File: config.mk
export PLATFORM = sky130hd
export DESIGN_NAME = usr_shift_ctrl_flat
export DESIGN_NICKNAME = d
export VERILOG_FILES = /design/src/rtl/usr_shift_ctrl_if.sv /design/src/rtl/usr_shift_ctrl.sv /design/src/flat_wrapper.sv
export SDC_FILE = /design/constraint.sdc
export NUM_CORES = 1
export LEC_CHECK = 0
export CAP_MARGIN = 20
export CORE_MARGIN = 3
export CORE_UTILIZATION = 45
export CTS_BUF_LIST = sky130_fd_sc_hd__clkbuf_2
export DETAILED_ROUTE_END_ITERATION = 6
export PLACE_DENSITY_LB_ADDON = 0.08
export SETUP_SLACK_MARGIN = 0.2
export SYNTH_ARGS = -nofsm -noshare
export SYNTH_HDL_FRONTEND = slang
export SYNTH_SLANG_ARGS = --single-unit
File: constraint.sdc
create_clock -name clk -period 2.3 [get_ports clk]
set_input_delay 0.46 -clock clk [delete_from_list [all_inputs] [get_ports clk]]
set_output_delay 0.46 -clock clk [all_outputs]
set_load 0.01 [all_outputs]
File: src/rtl/usr_shift_ctrl_if.sv
// usr_shift_ctrl_if: command handshake plus usr drive/feedback bundle for usr_shift_ctrl
//  master: command issuer / usr side (drives cmd_*, q_fb)
//  slave : controller side (drives cmd_ready, mode, par_in, s_left, s_right, busy, done)
interface usr_shift_ctrl_if #(
  parameter int WIDTH = 4,
  parameter int CNT_W = 4
);
  logic             cmd_valid;
  logic             cmd_ready;
  logic [1:0]       cmd_op;
  logic [WIDTH-1:0] cmd_data;
  logic [CNT_W-1:0] cmd_count;
  logic             cmd_rot;
  logic             cmd_fill;
  logic [WIDTH-1:0] q_fb;
  logic [1:0]       mode;
  logic [WIDTH-1:0] par_in;
  logic             s_left;
  logic             s_right;
  logic             busy;
  logic             done;
  modport master (
    output cmd_valid, cmd_op, cmd_data, cmd_count, cmd_rot, cmd_fill, q_fb,
    input  cmd_ready, mode, par_in, s_left, s_right, busy, done
  );
  modport slave (
    input  cmd_valid, cmd_op, cmd_data, cmd_count, cmd_rot, cmd_fill, q_fb,
    output cmd_ready, mode, par_in, s_left, s_right, busy, done
  );
endinterface

File: src/rtl/usr_shift_ctrl.sv
// usr_shift_ctrl: command sequencer driving a 4-bit universal shift register
//  clk, rst : clock, asynchronous active-high reset
//  bus      : slave side of usr_shift_ctrl_if (command handshake in, usr mode/par_in/serial out,
//             usr Q feedback in, busy/done status out)
module usr_shift_ctrl #(
  parameter int WIDTH = 4,
  parameter int CNT_W = 4
) (
  input logic             clk,
  input logic             rst,
  usr_shift_ctrl_if.slave bus
);
  typedef enum logic [1:0] {IDLE, LOAD, RUN, DONE} state_t;
  state_t           state_q, state_d;
  logic [CNT_W-1:0] cnt_q, cnt_d;
  logic [1:0]       op_q, op_d, mode_q, mode_d;
  logic             rot_q, rot_d, fill_q, fill_d;
  logic [WIDTH-1:0] par_q, par_d;
  logic             ready, xfer;
  always_ff @(posedge clk or posedge rst) begin
    if (rst) begin
      state_q <= IDLE;
      cnt_q   <= '0;
      op_q    <= '0;
      mode_q  <= '0;
      rot_q   <= 1'b0;
      fill_q  <= 1'b0;
      par_q   <= '0;
    end else begin
      state_q <= state_d;
      cnt_q   <= cnt_d;
      op_q    <= op_d;
      mode_q  <= mode_d;
      rot_q   <= rot_d;
      fill_q  <= fill_d;
      par_q   <= par_d;
    end
  end
  always_comb begin
    ready   = state_q == IDLE && !rst;
    xfer    = bus.cmd_valid && ready;
    state_d = state_q;
    cnt_d   = cnt_q;
    op_d    = op_q;
    rot_d   = rot_q;
    fill_d  = fill_q;
    par_d   = par_q;
    case (state_q)
      IDLE: if (xfer) begin
        op_d   = bus.cmd_op;
        rot_d  = bus.cmd_rot;
        fill_d = bus.cmd_fill;
        if (bus.cmd_op == 2'b11) begin
          par_d   = bus.cmd_data;
          state_d = LOAD;
        end else begin
          cnt_d   = bus.cmd_count;
          state_d = bus.cmd_count == '0 ? DONE : RUN;
        end
      end
      LOAD: state_d = DONE;
      // count is never 0 in RUN, so leaving on 1 yields exactly cmd_count RUN cycles
      RUN: begin
        cnt_d   = cnt_q - 1'b1;
        state_d = cnt_q == CNT_W'(1) ? DONE : RUN;
      end
      default: state_d = IDLE;
    endcase
    // mode is registered from the next state so it lines up with the state it describes
    mode_d = state_d == LOAD ? 2'b11 : state_d == RUN ? op_d : 2'b00;
  end
  always_comb begin
    bus.cmd_ready = ready;
    bus.busy      = state_q != IDLE;
    bus.done      = state_q == DONE;
    bus.mode      = mode_q;
    bus.par_in    = par_q;
    bus.s_right   = mode_q == 2'b01 && (rot_q ? bus.q_fb[0] : fill_q);
    bus.s_left    = mode_q == 2'b10 && (rot_q ? bus.q_fb[WIDTH-1] : fill_q);
  end
endmodule

File: src/flat_wrapper.sv
// flat-port wrapper written by rule: the top's interface ports become plain ports
module usr_shift_ctrl_flat 
#(
  parameter int WIDTH = 4,
  parameter int CNT_W = 4
)
  (clk, rst, bus_cmd_valid, bus_cmd_op, bus_cmd_data, bus_cmd_count, bus_cmd_rot, bus_cmd_fill, bus_q_fb, bus_cmd_ready, bus_mode, bus_par_in, bus_s_left, bus_s_right, bus_busy, bus_done);
  usr_shift_ctrl_if #(.WIDTH(WIDTH), .CNT_W(CNT_W)) bus_i ();
  input logic clk;
  input logic rst;
  input wire logic [$bits(bus_i.cmd_valid)-1:0] bus_cmd_valid;
  input wire logic [$bits(bus_i.cmd_op)-1:0] bus_cmd_op;
  input wire logic [$bits(bus_i.cmd_data)-1:0] bus_cmd_data;
  input wire logic [$bits(bus_i.cmd_count)-1:0] bus_cmd_count;
  input wire logic [$bits(bus_i.cmd_rot)-1:0] bus_cmd_rot;
  input wire logic [$bits(bus_i.cmd_fill)-1:0] bus_cmd_fill;
  input wire logic [$bits(bus_i.q_fb)-1:0] bus_q_fb;
  output wire logic [$bits(bus_i.cmd_ready)-1:0] bus_cmd_ready;
  output wire logic [$bits(bus_i.mode)-1:0] bus_mode;
  output wire logic [$bits(bus_i.par_in)-1:0] bus_par_in;
  output wire logic [$bits(bus_i.s_left)-1:0] bus_s_left;
  output wire logic [$bits(bus_i.s_right)-1:0] bus_s_right;
  output wire logic [$bits(bus_i.busy)-1:0] bus_busy;
  output wire logic [$bits(bus_i.done)-1:0] bus_done;
  assign bus_i.cmd_valid = bus_cmd_valid;
  assign bus_i.cmd_op = bus_cmd_op;
  assign bus_i.cmd_data = bus_cmd_data;
  assign bus_i.cmd_count = bus_cmd_count;
  assign bus_i.cmd_rot = bus_cmd_rot;
  assign bus_i.cmd_fill = bus_cmd_fill;
  assign bus_i.q_fb = bus_q_fb;
  assign bus_cmd_ready = bus_i.cmd_ready;
  assign bus_mode = bus_i.mode;
  assign bus_par_in = bus_i.par_in;
  assign bus_s_left = bus_i.s_left;
  assign bus_s_right = bus_i.s_right;
  assign bus_busy = bus_i.busy;
  assign bus_done = bus_i.done;
  usr_shift_ctrl #(.WIDTH(WIDTH), .CNT_W(CNT_W)) u_core (.clk(clk), .rst(rst), .bus(bus_i));
endmodule
Yosys cells after proc, flatten, opt, wreduce, memory -nomap -nowiden

Index checks and enable logic that the tools add are counted.

Muxes and demuxes: 14
Equal/unequal tests: 11
Add/sub/neg operators: 1
Reduce and logical (&&, ||, !) cells: 12

Operators with widths:

| cell                                                                  | number |
|---|---|
| 2-bit two-way mux                                                     | 6 |
| 2-bit equality test, second input constant                            | 5 |
| 4-bit two-way mux                                                     | 2 |
| 4-bit case mux with 2 select lines                                    | 1 |
| 2-bit by 1-bit equality test with 1-bit output, second input constant | 3 |
| 2-bit case mux with 3 select lines                                    | 1 |
| 3-bit AND reduction                                                   | 2 |
| 4-bit by 1-bit equality test with 1-bit output, second input constant | 1 |
| 1-bit logical AND                                                     | 4 |
| 4-bit zero test                                                       | 1 |
| 1-bit two-way mux                                                     | 4 |
| 2-bit nonzero test                                                    | 2 |
| 4-bit by 1-bit subtractor with 4-bit output, second input constant    | 1 |
| 2-bit zero test                                                       | 1 |
| 2-bit by 1-bit != test with 1-bit output, second input constant       | 1 |
| 2-bit != test, second input constant                                  | 1 |
| 2-bit AND reduction                                                   | 1 |
| 1-bit zero test                                                       | 1 |

Input port bits: 19
Bits in registers: 16
Output and inout bits: 11
Word-level logic and storage cells: 45

Longest topological paths before layout

Word-level depth: 8
Gate-level depth with buffers: 7
Gate-level depth less buffers: 7

Worst setup path before layout

OpenSTA, ideal clock, no wires.

Path kind: register to register
Start: register u_core.state_q[0]
End: register u_core.par_q[1] (netlist: u_core.bus.par_in[1])
Stages on the path, launching flop included: 6
Arrival time: 1.381 ns
Setup slack: 0.794 ns
Cell sequence: dfrtp_1 inv_1 ha_1 nand2_1 nor2_1 mux2_2

Word-level cells in the longest chain between the ends: 4

RTL lines:

| element                                | RTL line                                   | text |
|---|---|---|
| from (decl)                            | usr_shift_ctrl.sv:14                       | `state_t state_q, state_d;` |
| from (signal assigned)                 | usr_shift_ctrl.sv:30                       | `state_q <= state_d;` |
| 2-bit zero test *                      | usr_shift_ctrl.sv:40, usr_shift_ctrl.sv:48 |  |
| 1-bit logical AND                      | usr_shift_ctrl.sv:40                       | `ready = state_q == IDLE && !rst;` |
| 1-bit logical AND                      | usr_shift_ctrl.sv:41                       | `xfer = bus.cmd_valid && ready;` |
| 3-bit AND reduction (no source line) * | --                                         |  |
| to (signal assigned)                   | usr_shift_ctrl.sv:36                       | `par_q <= par_d;` |
| to (decl)                              | usr_shift_ctrl.sv:18                       | `logic [WIDTH-1:0] par_q, par_d;` |

Every way passes the cells marked *; elsewhere a longest branch is shown, timed or not.
A chain may end at the register's enable or synchronous reset.

Final worst setup path

Start: register u_core.state_q[1]
End: output bus_done

Word-level cells in the longest chain between the ends: 1

RTL lines:

| element             | RTL line             | text |
|---|---|---|
| 2-bit equality test | usr_shift_ctrl.sv:75 | `bus.done = state_q == DONE;` |
| to (decl)           | flat_wrapper.sv:24   | `output wire logic [$bits(bus_i.done)-1:0] bus_done;` |

Every way passes these cells.

==> impl_results.md <==
- WP data required: 1.84 ns
- WP data arrival: 1.53 ns
- Row Count: 15
- Slowest cell on crit path: clkdlybuf4s50_1
- Initial core utilization: 0.497
- Initial antenna violation count: 0
- Via count: 714
- Final instance area: 1200 um^2
- Status: finished clean
- Fin util: 0.673
- Final Max Slew Viols: 0
- Clock tree buffer depth: 2
- # setup viols final: 0
- Top sig layer: met4
- Simple-gate share of the synthesized area: 0.182
- Synth Area in XOR/XNOR: 0
- DR WL met3: 77 um
- Skew-Pair Late Insertion Delay: 0.29 ns
- Gr ovfl total: 0
- Die Area: 2540 um^2
- Leakage: 0.537 nW
- Post-synthesis adder-cell area fraction: 0.0847
- Chip Width: 50.4 um
- Filler cell count in the final layout: 159
- Final hold vios: 0
- Commonest cells after routing, fill and taps aside: 23 x clkdlybuf4s50_1, 16 x dfrtp_1, 8 x inv_1, 8 x a21oi_1, 7 x nor2_1
- Yosys reg bits: 16
- Inserted Diodes: 0
- Overall routing resource usage: 0.160
- Vias/cell: 5.21
- Vias in the first global route: 723
- Synth cell types: 28
- Total negative slack: 0 ns
- Placed Area: 1180 um^2
- Area grow syn2layout: 35.5%
- Final Non-Filler Cells: 137
- Final period util: 0.866
- GPL Wtd Cong: 0.764
- Placed cells: 133
- CP cell instances: ha_1 > clkdlybuf4s50_1
- Chip height: 50.4 um
- CP Class: flip-flop to output pin
- TritonCTS clock tree: built
- Worst path bufs/invs: 1
- Layout cells sized above 1: 0.161
- Met2 wire length: 868 um
- DR iter-0 viols: 7
- Routed wire length per instance: 12.6 um
- Netlist Area Pre-Place: 886 um^2
- Tightest Hold Check Type: flip-flop to flip-flop
- Clock Pin Slew Worst Setup and Hold Paths: 0.16 ns
- Syn_nets: 107
- Critical path launch point type: flip-flop
- Max rail drop VDD: 0.000689 V
- Crit path max-delay family: buffers and inverters
- Worst Setup End Kind: output pin
- Cts bufs inserted: 3
- Register area share after synthesis: 0.452
- Max incr delay on CP: 0.56 ns
- Pre-CTS WS: 0.0963 ns
- Slack of the critical path: 0.309 ns
- Fmax: 0.502 GHz
- Maxcap violations: 0
- Min Tclk post-route: 1.99 ns
- Total wire length: 1730 um
- YS warnings: 0
- Post-Route M1 WL: 752 um
- Compound-cell area share of the yosys netlist: 0.130
- Unrepaired setup endpoints after global routing: false
- Mux contribution to synthesized area: 0.113
- First-pass DRT Iterations: 3
- Cell Pwr Density: 1200 nW/um^2
- Largest family of logic cells by synthesized area: simple AND/OR/NAND/NOR gates
- DRT antenna net count: 0
- Slew @ Worst Pin: 0.593 ns
- Final clock skew: 0.00773 ns
- Crit-path max FO: 5
- Number of port buffers: 27
- Half-perimeter wire length after placement: 1360 um
- H-tree levels: 1
- Most common cell after layout, fill and taps aside: clkdlybuf4s50_1
- Hold Buf Count CTS: 0
- Placeable Area: 1780 um^2
- CTS resizes: 5
- Setup Fix Bufs, Post-CTS: 0
- Ports: 30
- First-pass GRT wire length: 3150 um
- Residual DRC: 0
- Syn_area_per_cell: 10.8 um^2
- Max_slew headroom: 0.605
- Layout Nets: 138
- Syn Inst Count: 82
- Largest net degree at the start of global routing: 17
- Clock sink total: 16
- Clk root buf: clkbuf_2
-- cell type report --
type | count | area [um^2] | area share
clock buffer | 3 | 15.0 | 0.0125
inverter | 8 | 30.0 | 0.0250
clock inverter | 1 | 3.75 | 0.00313
tap | 25 | 31.3 | 0.0261
sequential | 16 | 400 | 0.334
timing repair buffer | 27 | 265 | 0.221
multi-input combinational | 57 | 454 | 0.379
-- per-stage QoR --
step / hold slack [ns] / total power, W
CTS: 0.526 / 0.00146
detailed placement: 0.490 / 0.00134
floorplan: 0.374 / 0.00104
global placement: 0.470 / 0.00131
finish: 0.517 / 0.00144
global route: 0.555 / 0.00158
-- layer usage --
layer	up-vias	track usage
li1	350	-
met1	345	0.204
met2	15	0.270
met3	4	0.0237
met4	0	0.0673
met5	-	0
-- flip-flops by register name, summed over array words and instances (netlist names) --
name and flops:
u_core.bus.mode 2, u_core.bus.par_in 4, u_core.cnt_q 4, u_core.fill_q 1, u_core.op_q 2, u_core.rot_q 1, u_core.state_q 2
-- power breakdown --
group          switching [W]  internal (W)
sequential         0.0000841      0.000421
combinational       0.000386      0.000424
clock              0.0000909     0.0000378
-- worst paths after layout --
check                           slack, ns                  from                    to  cells past startpoint
worst max-delay path                 0.31     u_core.state_q[1]              bus_done                      2
min in group asynchronous            0.60                   rst     u_core.state_q[0]                      2
max in group asynchronous            1.31                   rst  u_core.bus.par_in[3]                      2
worst min register to register       0.52  u_core.bus.par_in[0]  u_core.bus.par_in[0]                      1
worst max register to register       0.56     u_core.state_q[0]    u_core.bus.mode[0]                      6
worst min-delay path                 0.52  u_core.bus.par_in[0]  u_core.bus.par_in[0]                      1
-- cells by family (layout without fill, tap and decap cells) --
group                    Yosys count  count (layout)
AO/OA/AOI/OAI                     17              17
adder cells (fa/ha/maj)            6               6
buffers and inverters              9              39
flip-flops                        16              16
multiplexers                       9               9
AND/OR/NAND/NOR                   25              25
-- synth_stat cells, drive strengths merged --
library cell  number  area (um^2)
a211oi             1         12.5
mux2i              1         10.0
nor2               7         26.3
o22a               3         26.3
o31ai              1         7.51
ha                 6         75.1
mux2               8         90.1
nand2              3         11.3
dfrtp             16          400
o21ai              1         5.00
nor3b              2         15.0
nand3b             2         15.0
a21boi             1         11.3
nand3              2         15.0
and2               1         7.51
nand2b             2         20.0
or3                1         6.26
a31oi              2         12.5
clkbuf             1         3.75
or4                1         11.3
and4bb             1         12.5
a21oi              8         40.0
inv                8         30.0
nor2b              3         21.3
Power figures use the tool's default switching activity.
